--- config.mk ---
export PLATFORM = sky130hd
export DESIGN_NAME = fetch_sequencer
export DESIGN_NICKNAME = d
export VERILOG_FILES = /design/src/rtl/fetch_sequencer.sv
export SDC_FILE = /design/constraint.sdc
export NUM_CORES = 1
export LEC_CHECK = 0
export ABC_AREA = 1
export CORE_UTILIZATION = 40
export CTS_BUF_LIST = sky130_fd_sc_hd__clkbuf_8
export CTS_CLUSTER_DIAMETER = 200
export DETAILED_ROUTE_END_ITERATION = 7
export GPL_TIMING_DRIVEN = 0
export PLACE_DENSITY = 0.78
export SYNTH_ARGS = -nofsm -noshare
export SYNTH_HDL_FRONTEND = slang
export SYNTH_SLANG_ARGS = --single-unit
--- constraint.sdc ---
create_clock -name clk -period 1.2 [get_ports clk]
set_input_delay 0.3 -clock clk [delete_from_list [all_inputs] [get_ports clk]]
set_output_delay 0.3 -clock clk [all_outputs]
set_load 0.01 [all_outputs]
--- src/rtl/fetch_sequencer.sv ---
// -----------------------------------------------------------------------------
// fetch_sequencer
//   Instruction-fetch end of the stall protocol for the 8-bit MIPS pipeline.
//   Owns PC sequencing, stall hold/replay, jump redirect with a two-cycle
//   bubble, and halt on a stalled HLT instruction.
//
//   Ports:
//     clk        in   clock, all state updates on posedge
//     reset      in   synchronous, active-high reset
//     Stall      in   hold PC (from stall controller)
//     Stall_pm   in   1 = replay held ins, 0 = load ins from pm_rdata
//     jump_en    in   taken jump/branch from execute
//     jump_addr  in   jump target
//     pm_rdata   in   program-memory read data (combinational from pm_addr)
//     pm_addr    out  program-memory address, equals pc
//     pc         out  current fetch address
//     ins        out  instruction register to decode / stall controller
//     ins_valid  out  1 = real instruction, 0 = bubble
//     halted     out  1 while in HALT
//     stall_cnt  out  saturating count of RUN stall cycles
//                     (only when FETCH_STALL_CNT_EN is defined)
//
//   Optional build macro: FETCH_STALL_CNT_EN
// -----------------------------------------------------------------------------
module fetch_sequencer #(
    parameter int                ADDR_W   = 8,
    parameter int                INS_W    = 24,
    parameter logic [INS_W-1:0]  NOP_WORD = 24'h000000
) (
    input  logic              clk,
    input  logic              reset,
    input  logic              Stall,
    input  logic              Stall_pm,
    input  logic              jump_en,
    input  logic [ADDR_W-1:0] jump_addr,
    input  logic [INS_W-1:0]  pm_rdata,
    output logic [ADDR_W-1:0] pm_addr,
    output logic [ADDR_W-1:0] pc,
    output logic [INS_W-1:0]  ins,
    output logic              ins_valid,
    output logic              halted
`ifdef FETCH_STALL_CNT_EN
    ,
    output logic [15:0]       stall_cnt
`endif
);

    typedef enum logic [1:0] {
        S_RUN   = 2'd0,
        S_FLUSH = 2'd1,
        S_HALT  = 2'd2
    } state_t;

    localparam logic [4:0] OP_HLT = 5'b10001;

    state_t              state_q;
    logic [ADDR_W-1:0]   pc_q;
    logic [INS_W-1:0]    ins_q;
    logic                vld_q;
    logic                halted_q;

    // Halt only on a real HLT word; a bubble never halts the machine.
    logic is_hlt;
    assign is_hlt = vld_q && (ins_q[INS_W-1 -: 5] == OP_HLT);

    always_ff @(posedge clk) begin
        if (reset) begin
            state_q  <= S_RUN;
            pc_q     <= '0;
            ins_q    <= NOP_WORD;
            vld_q    <= 1'b0;
            halted_q <= 1'b0;
        end else begin
            unique case (state_q)
                S_RUN: begin
                    if (jump_en) begin
                        // Redirect beats stall and halt detection.
                        pc_q    <= jump_addr;
                        ins_q   <= NOP_WORD;
                        vld_q   <= 1'b0;
                        state_q <= S_FLUSH;
                    end else if (Stall && is_hlt) begin
                        state_q  <= S_HALT;
                        halted_q <= 1'b1;
                    end else if (Stall) begin
                        // Stall_pm=1 replays the held word; otherwise the
                        // word at the held PC is (re)loaded.
                        if (!Stall_pm) begin
                            ins_q <= pm_rdata;
                            vld_q <= 1'b1;
                        end
                    end else begin
                        pc_q  <= pc_q + ADDR_W'(1);
                        ins_q <= pm_rdata;
                        vld_q <= 1'b1;
                    end
                end
                S_FLUSH: begin
                    // Second bubble cycle; a back-to-back jump re-targets
                    // and buys one more flush cycle.
                    ins_q <= NOP_WORD;
                    vld_q <= 1'b0;
                    if (jump_en) begin
                        pc_q <= jump_addr;
                    end else begin
                        state_q <= S_RUN;
                    end
                end
                S_HALT: begin
                    // Frozen until reset.
                end
                default: state_q <= S_RUN;
            endcase
        end
    end

`ifdef FETCH_STALL_CNT_EN
    logic [15:0] cnt_q;
    logic [15:0] cnt_d;

    always_comb begin
        cnt_d = cnt_q;
        if (state_q == S_RUN && Stall && !jump_en && cnt_q != 16'hFFFF)
            cnt_d = cnt_q + 16'd1;
    end

    always_ff @(posedge clk) begin
        if (reset) cnt_q <= '0;
        else       cnt_q <= cnt_d;
    end

    assign stall_cnt = cnt_q;
`endif

    assign pc        = pc_q;
    assign pm_addr   = pc_q;
    assign ins       = ins_q;
    assign ins_valid = vld_q;
    assign halted    = halted_q;

endmodule

==> metrics, run 1 <==
Synth cell types 23; multi-input logic area 0.00132 mm2; die area roughly 0.0052 mm2; Synth top cells by count nand2_1, dfxtp_1, nand3_1; DRC 0; first-pass GRT wire length a little under 10000 um; Finished Cell Area roughly 0.0036 mm2; vias in the first global route around 2100; WS Path Type input port to flip-flop; sequential share of power roughly 43%; vias per cell slightly below 5; area grow syn2layout 80.0%; status complete, but fails checks; warnings from Yosys 0; Die Y 72.2 um; grt ovf 0; clk_lat worst skew 0.29 ns; Ant. Diodes 0; Post-synth EDFFs 0; num ports 79; Fin. Hold Viols 0; CP Launch Point Stall; Initial Utilization approximately two fifths; Pint about 2.1 mW; largest net degree at the start of global routing 12; RSZ-0062 raised after global routing yes; setup_tns -1.47 ns; WL final 6840 um; Worst Skew slightly below 0.01 ns; post-synth net total between 300 and 400; Fillers ~320; proportion of layout cells with a drive suffix above 1 between 50% and 60%; Wirelength per Cell ~14 um; via count around 2400; CTS H-tree lvls 2; drt pass-1 iters 4; Reg area between 700 and 800 um2; fin cells 480; share of the synthesized area in the top cell type 36.5%; Nets between 400 and 500; most numerous cell in the Yosys netlist nand2_1; Startpoint Class input port; Switching Share 30.1%; final setup violation count 30; CTS Root Buffer Type clkbuf_8; Post-Syn Area just under 0.002 mm2; Gate power share ~29%; Synth Flop Type dfxtp_1; Worst Path Max Fanout 5; clock sink total 36; Post-synth ARST share 0%; Crit-path slowest cell dlygate4sd2_1; cell family with most CP delay buffers and inverters; routability cong. ~0.84; core area 0.00472 mm2; PwrDens roughly 850 mW/mm2; worst-case clock buffer depth 2; CP endpoint kind flip-flop; placed insts around 440; Area contributors post-synth dfxtp_1, nand2_1, nand3_1; dpl ws -0.622 ns; critical path data required time about 1.4 ns; Least-Margin Pin Slew about 0.71 ns; row cnt 25; DRT iter0 DRCs between 100 and 150; CP Data Arrival Time between 1 and 1.5 ns; die width 72.2 um; min cycle time layout ~1.3 ns; post-synthesis instance total roughly 290; register area share after synthesis 36.5%; Slew Limit Fails 0; placed inst area roughly 0.0028 mm2; Bufs and invs on worst path 3; worst reg2reg setup slack -0.06 ns; DPL Wire Length roughly 3600 um; area leader, netlist dfxtp_1; hold_buf cts 0; Routed Antenna Nets 0; mean post-synth cell area 6.76 um2; failing checks setup timing; initial antenna violation count 0; TritonCTS clock tree yes; crit path cell chain dlygate4sd2_1, nand2_2, nor2_4, nand3_4, buf_6, buf_8, nand3_2, a21oi_2; P_leak ~1.5 nW; final setup margin -0.0763 ns; I/O Buffers 77; Hold WS 0.371 ns; sw power about 910 uW; clock power share between 20 and 30%; hold path start reset; Largest stage delay, worst path about 0.32 ns; total track usage 24.0%; Max IR drop VDD around 0.8 mV; Worst slew margin around 53%; clock-pin transition on the worst setup and hold timing paths around 0.08 ns; fmax between 0.7 and 0.8 GHz; Max-cap violations 0; Num CTS Buffers 5; fin crit share 106%; min-delay worst type input port to flip-flop; Worst R2R Start pc[0]; number of synthesized register bits 36
per-layer routing:
metal	global-route usage [%]	vias up	routed length, um
met1	28.8	1110	2810
met4	8.28	0	179
met2	41.3	95	3380
met3	6.67	19	473
li1	-	1162	-
met5	0	-	0
power groups by stage:
stage	Sequential, mW	Combinational, mW	Clock [mW]
2_1_floorplan	1.36	0.307	0
3_3_place_gp	1.34	0.654	0
3_5_place_dp	1.34	0.657	0
4_1_cts	1.31	0.739	0.840
5_1_grt	1.32	0.932	0.910
6_report	1.31	0.871	0.839
worst paths after layout:
kind	endpoint	cells after the start
worst min register to register	ins[14]	2
worst max register to register	pc[4]	8
worst min-delay path	ins[17]	2
worst max-delay path	ins[5]	8
cell type report:
class                   instances  area share [%]
multi-input cells             209            37.2
repair buffers                114            28.4
flip-flops and latches         36            21.6
plain buffers                  22            5.57
inverters                      24            2.61
well taps                      67            2.36
clock buffers                   5            1.94
clock inverters                 3           0.458
worst register-to-register path, delay by kind of cell, from the launching register on:
| kind | cells | cell delay (ns) |
|---|---|---|
| flip-flops | 1 | 0.37 |
| AND/OR/NAND/NOR | 4 | 0.30 |
| adder cells (fa/ha/maj) | 1 | 0.17 |
| buffers and inverters | 2 | 0.16 |
| AO/OA/AOI/OAI | 1 | 0.16 |
through the flow:
stage / power [mW] / util, %
2_1_floorplan: 1.67 / -
3_3_place_gp: 2.00 / 60.0
3_5_place_dp: 2.00 / 60.0
4_1_cts: 2.89 / 71.4
5_1_grt: 3.16 / 75.2
6_report: 3.02 / 75.2
timing repair:
action | 4_1_cts | 5_1_grt
endpoints found under the setup margin | 76 | 72
resized for setup | 193 | 91
pin swaps | 22 | 15
buffers inserted | 25 | 8
gates cloned | 3 | 1
cell families (layout without fill, tap and decap cells):
group | Yosys count | after routing | share of synthesized area, %
buf+inv | 47 | 168 | 12.1
flops | 36 | 36 | 36.5
fa+ha+maj | 1 | 1 | 0.634
compound gates | 45 | 45 | 13.4
xor+xnor | 1 | 1 | 0.444
simple gates | 162 | 162 | 36.8
flip-flops by register name (all words and copies together), names as in the netlist:
register and count:
pc 8, state_q 2, ins_valid 1, halted 1, ins 24
layout by cell type (no fill, tap or decap), types with 6 or more instances in the layout:
cell type / instances
nand2_1: 65
buf_4: 37
clkdlybuf4s50_1: 32
nor2_1: 27
nand3_2: 24
a21oi_2: 21
buf_6: 21
clkbuf_2: 21
nand2_2: 20
inv_1: 18
dfxtp_1: 18
a21oi_1: 14
dfxtp_2: 9
dfxtp_4: 9
inv_2: 7
nand3_1: 7
nor2_4: 6
buf_2: 6
Power figures use the tool's default switching activity.
==> inputs of run 2 (changes only) <==
--- a/config.mk
+++ b/config.mk
@@ -6,12 +6,12 @@
 export NUM_CORES = 1
 export LEC_CHECK = 0
 export ABC_AREA = 1
-export CORE_UTILIZATION = 40
+export CORE_UTILIZATION = 45
 export CTS_BUF_LIST = sky130_fd_sc_hd__clkbuf_8
 export CTS_CLUSTER_DIAMETER = 200
 export DETAILED_ROUTE_END_ITERATION = 7
 export GPL_TIMING_DRIVEN = 0
-export PLACE_DENSITY = 0.78
+export PLACE_DENSITY = 0.83
 export SYNTH_ARGS = -nofsm -noshare
 export SYNTH_HDL_FRONTEND = slang
 export SYNTH_SLANG_ARGS = --single-unit
==> constraint.sdc (replaced) <==
create_clock -name clk -period 1.6 [get_ports clk]
set_input_delay 0.4 -clock clk [delete_from_list [all_inputs] [get_ports clk]]
set_output_delay 0.4 -clock clk [all_outputs]
set_load 0.01 [all_outputs]
==> metrics, run 2 (same netlist as run 1, synthesis figures left out) <==
Crit-path slowest cell clkdlybuf4s50_1 (was dlygate4sd2_1); largest net degree at the start of global routing 13 (was 12); Worst Path Max Fanout 2 (was 5); crit path cell chain clkdlybuf4s50_1 (was dlygate4sd2_1, nand2_2, nor2_4, nand3_4, buf_6, buf_8, nand3_2, a21oi_2); Wirelength per Cell 12.6 um (was 14.3 um); Finished Cell Area 0.00300 mm2 (was 0.00355 mm2); post-route core utilization 72.9% (was 75.2%); CP Data Arrival Time 1.15 ns (was 1.43 ns); DRT iter0 DRCs 130 (was 148); sequential share of power 43.6% (was 43.4%); Max-cap violations 0 (unchanged); final setup violation count 0 (was 30); clock power share 35.2% (was 27.8%); Switching Share 26.7% (was 30.1%); status completed (was complete, but fails checks); Num CTS Buffers 5 (unchanged); Worst slew margin 63.2% (was 52.6%); Startpoint Class flip-flop (was input port); Largest stage delay, worst path 0.54 ns (was 0.32 ns); Routed Antenna Nets 0 (unchanged); WL final 5440 um (was 6840 um); clk_lat worst skew 0.29 ns (about the same); min cycle time layout about 1.5 ns; I/O Buffers 77 (unchanged); CTS Root Buffer Type clkbuf_8 (unchanged); die width 68.2 um (was 72.2 um); area grow syn2layout 52.1% (was 80.0%); drt pass-1 iters 4 (unchanged); routability cong. 0.812 (was 0.840); first-pass GRT wire length 8430 um (was 9690 um); max FFs per register 24 (unchanged); row cnt 23 (was 25); initial antenna violation count 0 (unchanged); dpl ws -0.362 ns (was -0.622 ns); cell family with most CP delay buffers and inverters (unchanged); Fillers 349 (was 318); fin crit share roughly 97%; worst-case clock buffer depth 2 (unchanged); Die Y 68.2 um (was 72.2 um); PwrDens 753 mW/mm2 (was 851 mW/mm2); DRC 0 (unchanged); critical path data required time 1.20 ns (was 1.36 ns); setup_tns 0 ns (was -1.47 ns); CP Depth 1 (was 8); Hold Path Stages 2 (unchanged); vias in the first global route 1907 (was 2124); Bufs and invs on worst path 1 (was 3); CTS H-tree lvls 2 (unchanged); R2R depth 7 (was 8); clock sink total 36 (unchanged); clock-pin transition on the worst setup and hold timing paths 0.07 ns (was 0.08 ns); grt ovf 0 (unchanged); die area 0.00465 mm2 (was 0.00522 mm2); placed inst area 0.00281 mm2 (was 0.00284 mm2); P_leak 1.62 nW (was 1.55 nW); WS Path Type flip-flop to output port (was input port to flip-flop); Slew Limit Fails 0 (unchanged); Ant. Diodes 0 (unchanged); Pint 1.66 mW (was 2.11 mW); min-delay worst type flip-flop to flip-flop (was input port to flip-flop); DPL Wire Length 3760 um (was 3640 um); vias per cell 4.97 (about the same); worst reg2reg setup slack 0.18 ns (was -0.06 ns); Power Total 2.26 mW (was 3.02 mW); most frequent cells in the layout nand2_1, clkdlybuf4s50_1, nand3_1, nor2_1, dfxtp_1 (was nand2_1, buf_4, clkdlybuf4s50_1, nor2_1, nand3_2); RSZ-0062 raised after global routing no (was yes); Gate power share 21.2% (was 28.8%); total track usage 24.4% (was 24.0%); via count 2145 (was 2386); Nets 419 (was 450); Initial Utilization 47.9% (was 41.8%); Least-Margin Pin Slew 0.552 ns (was 0.711 ns); final setup margin 0.0507 ns (was -0.0763 ns); Fin. Hold Viols 0 (unchanged); num ports 79 (unchanged); proportion of layout cells with a drive suffix above 1 19.4% (was 52.1%); core area 0.00412 mm2 (was 0.00472 mm2); Worst Skew 0.00493 ns (was 0.00990 ns); fmax between 0.6 and 0.7 GHz; CP endpoint kind output port (was flip-flop); TritonCTS clock tree yes (unchanged); Max IR drop VDD 0.510 mV (was 0.795 mV); commonest non-fill, non-tap cell in the layout nand2_1 (unchanged); sw power 603 uW (was 910 uW)
## run 2: changes by cell type in the layout (fill, tap and decap cells not counted), moves of 10 or more
| cell | change |
|---|---|
| dfxtp_1 | +10 |
| dlymetal6s2s_1 | +19 |
| clkbuf_2 | -21 |
| a21oi_2 | -10 |
| dlygate4sd2_1 | +19 |
| nand3_2 | -24 |
| buf_4 | -22 |
| nand2_1 | +11 |
| buf_6 | -19 |
| a21oi_1 | +10 |
| nand3_1 | +26 |
## run 2: power groups by stage
| stage | Clock, mW | Sequential (mW) | Combinational [mW] |
|---|---|---|---|
| floorplan | 0 | 1.02 | 0.229 |
| global placement | 0 | 1.00 | 0.488 |
| detailed placement | 0 | 1.01 | 0.495 |
| CTS | 0.807 | 0.985 | 0.482 |
| global route | 0.860 | 0.992 | 0.530 |
| finish | 0.796 | 0.985 | 0.480 |
## run 2: worst paths after layout
path | from | end
hold / removal | ins[3] | ins[3]
setup / recovery | ins[5] | ins[5]
hold reg to reg | ins[3] | ins[3]
setup reg to reg | ins[23] | ins[15]
## run 2: layer usage
| metal | up-vias | wire [um] | track usage (%) |
|---|---|---|---|
| li1 | 1093 | - | - |
| met1 | 969 | 2300 | 28.6 |
| met2 | 75 | 2690 | 39.7 |
| met3 | 8 | 367 | 7.83 |
| met4 | 0 | 83 | 12.0 |
| met5 | - | 0 | 0 |
## run 2: final cells by class
type                    count  area, um2  area share [%]
plain buffers              23        149            4.96
clock buffers               5       68.8            2.29
clock inverters             3       42.5            1.42
inverters                  24       92.6            3.08
multi-input cells         209       1020            33.9
flip-flops and latches     36        743            24.8
well taps                  50       62.6            2.08
repair buffers             82        826            27.5
## run 2: metrics by stage
stage	hold WS, ns	instances
detailed placement	0.451	419
global placement	0.447	419
floorplan	0.446	292
CTS	0.454	432
global route	0.479	432
finish	0.459	432
## run 2: repair_timing
action,4_1_cts,5_1_grt
pin swaps,1,0
hold buffers,0,0
buffers inserted,5,0
setup endpoints to repair,45,43
resized for setup,36,21
==> inputs of run 3 (changes only) <==
--- a/config.mk
+++ b/config.mk
@@ -12,6 +12,7 @@
 export DETAILED_ROUTE_END_ITERATION = 7
 export GPL_TIMING_DRIVEN = 0
 export PLACE_DENSITY = 0.83
+export RECOVER_POWER = 100
 export SYNTH_ARGS = -nofsm -noshare
 export SYNTH_HDL_FRONTEND = slang
 export SYNTH_SLANG_ARGS = --single-unit
==> metrics, run 3 (same netlist as run 1, synthesis figures left out) <==
status completed (unchanged); Max IR drop VDD 0.511 mV (was 0.510 mV); Num CTS Buffers 5 (unchanged); first-pass GRT wire length 8430 um (unchanged); initial antenna violation count 0 (unchanged); min cycle time layout 1.55 ns (about the same); commonest non-fill, non-tap cell in the layout nand2_1 (unchanged); I/O Buffers 77 (unchanged); proportion of layout cells with a drive suffix above 1 16.8% (was 19.4%); placed inst area 0.00281 mm2 (unchanged); largest net degree at the start of global routing 13 (unchanged); Worst slew margin 56.8% (was 63.2%); routability cong. 0.812 (unchanged); placed insts 419 (unchanged); WS Path Type flip-flop to output port (unchanged); P_leak 1.29 nW (was 1.62 nW); total track usage 24.4% (unchanged); DRC 0 (unchanged); Ant. Diodes 0 (unchanged); die area 0.00465 mm2 (unchanged); die width 68.2 um (unchanged); Fin. Hold Viols 0 (unchanged); Power Total 2.25 mW (was 2.26 mW); clock-pin transition on the worst setup and hold timing paths 0.08 ns (was 0.07 ns); Routed Antenna Nets 0 (unchanged); Startpoint Class flip-flop (unchanged); clk_lat worst skew 0.28 ns (was 0.29 ns); CTS H-tree lvls 2 (unchanged); Die Y 68.2 um (unchanged); fin crit share 97.2% (was 96.8%); RSZ-0062 raised after global routing no (unchanged); CP Data Arrival Time 1.15 ns (about the same); worst-case clock buffer depth 2 (unchanged); Wirelength per Cell 12.5 um (was 12.6 um); core area 0.00412 mm2 (unchanged); grt ovf 0 (unchanged); final setup violation count 0 (unchanged); Worst Skew 0.00397 ns (was 0.00493 ns); DRT iter0 DRCs 127 (was 130); fin cells 432 (unchanged); area grow syn2layout 48.1% (was 52.1%); PwrDens 771 mW/mm2 (was 753 mW/mm2); Finished Cell Area 0.00292 mm2 (was 0.00300 mm2); drt pass-1 iters 4 (unchanged); most frequent cells in the layout nand2_1, dfxtp_1, clkdlybuf4s50_1, nand3_1, nor2_1 (was nand2_1, clkdlybuf4s50_1, nand3_1, nor2_1, dfxtp_1); CTS Root Buffer Type clkbuf_8 (unchanged); CP endpoint kind output port (unchanged); TritonCTS clock tree yes (unchanged); Worst Path Max Fanout 6 (was 2); fmax 0.643 GHz (was 0.645 GHz); Nets 419 (unchanged); Max-cap violations 0 (unchanged); hold_buf cts 0 (unchanged); DPL Wire Length 3760 um (unchanged); Least-Margin Pin Slew 0.647 ns (was 0.552 ns); max FFs per register 24 (unchanged); row cnt 23 (unchanged); Slew Limit Fails 0 (unchanged); min-delay worst type flip-flop to flip-flop (unchanged); via count 2139 (was 2145); post-route core utilization 71.0% (was 72.9%); vias in the first global route 1907 (unchanged); WL final 5410 um (was 5440 um); vias per cell 4.95 (was 4.97); setup_tns 0 ns (unchanged); num ports 79 (unchanged); critical path data required time 1.20 ns (about the same); clock sink total 36 (unchanged); Initial Utilization 47.9% (unchanged)
[run 3: cell types whose count changed in the layout (fill, tap and decap cells not counted), moves of 3 or more]
| cell | delta |
|---|---|
| clkdlybuf4s25_1 | +17 |
| buf_4 | -5 |
| dfxtp_4 | -4 |
| clkbuf_4 | +4 |
| dfxtp_2 | -3 |
| dlymetal6s2s_1 | -18 |
| dfxtp_1 | +7 |
[run 3: worst paths after layout]
kind              start          to  slack [ns]  depth (start not counted)
max reg2reg  state_q[1]       pc[6]        0.12                          7
min reg2reg      ins[3]      ins[3]        0.46                          2
max               pc[6]  pm_addr[6]        0.05                          2
min              ins[3]      ins[3]        0.46                          2
[run 3: worst max-delay path, cell delays in order (launching register included)]
cell and delay [ns]:
dfxtp_1 0.45, clkbuf_4 0.17, dlygate4sd2_1 0.25
[run 3: layout make-up]
type,instances,area [um2]
multi-input cells,209,1010
clock buffers,5,68.8
flip-flops and latches,36,724
repair buffers,82,774
fillers,377,1190
well taps,50,62.6
plain buffers,23,145
inverters,24,92.6
clock inverters,3,42.5
[run 3: per-layer routing]
| layer | vias up | GRT usage [%] | routed length (um) |
|---|---|---|---|
| li1 | 1093 | - | - |
| met1 | 972 | 28.6 | 2320 |
| met2 | 68 | 39.7 | 2660 |
| met3 | 6 | 7.83 | 344 |
| met4 | 0 | 12.0 | 87 |
| met5 | - | 0 | 0 |
[run 3: timing repair]
item                       CTS  global route
buffers inserted             5             0
pin swaps                    1             0
setup endpoints to repair   45            43
resized for setup           36            21
[run 3: metrics by stage]
| step | hold WS [ns] | setup WS (ns) |
|---|---|---|
| final | 0.463 | 0.0452 |
| after global placement | 0.447 | -0.318 |
| after detailed placement | 0.451 | -0.362 |
| after floorplan | 0.446 | 0.338 |
| after CTS | 0.454 | 0.00237 |
| after global routing | 0.482 | 0.00656 |
[run 3: report_power, final]
part	internal (mW)	switching [mW]	total (mW)
registers	0.941	0.0433	0.984
logic	0.249	0.225	0.474
clock network	0.461	0.334	0.795
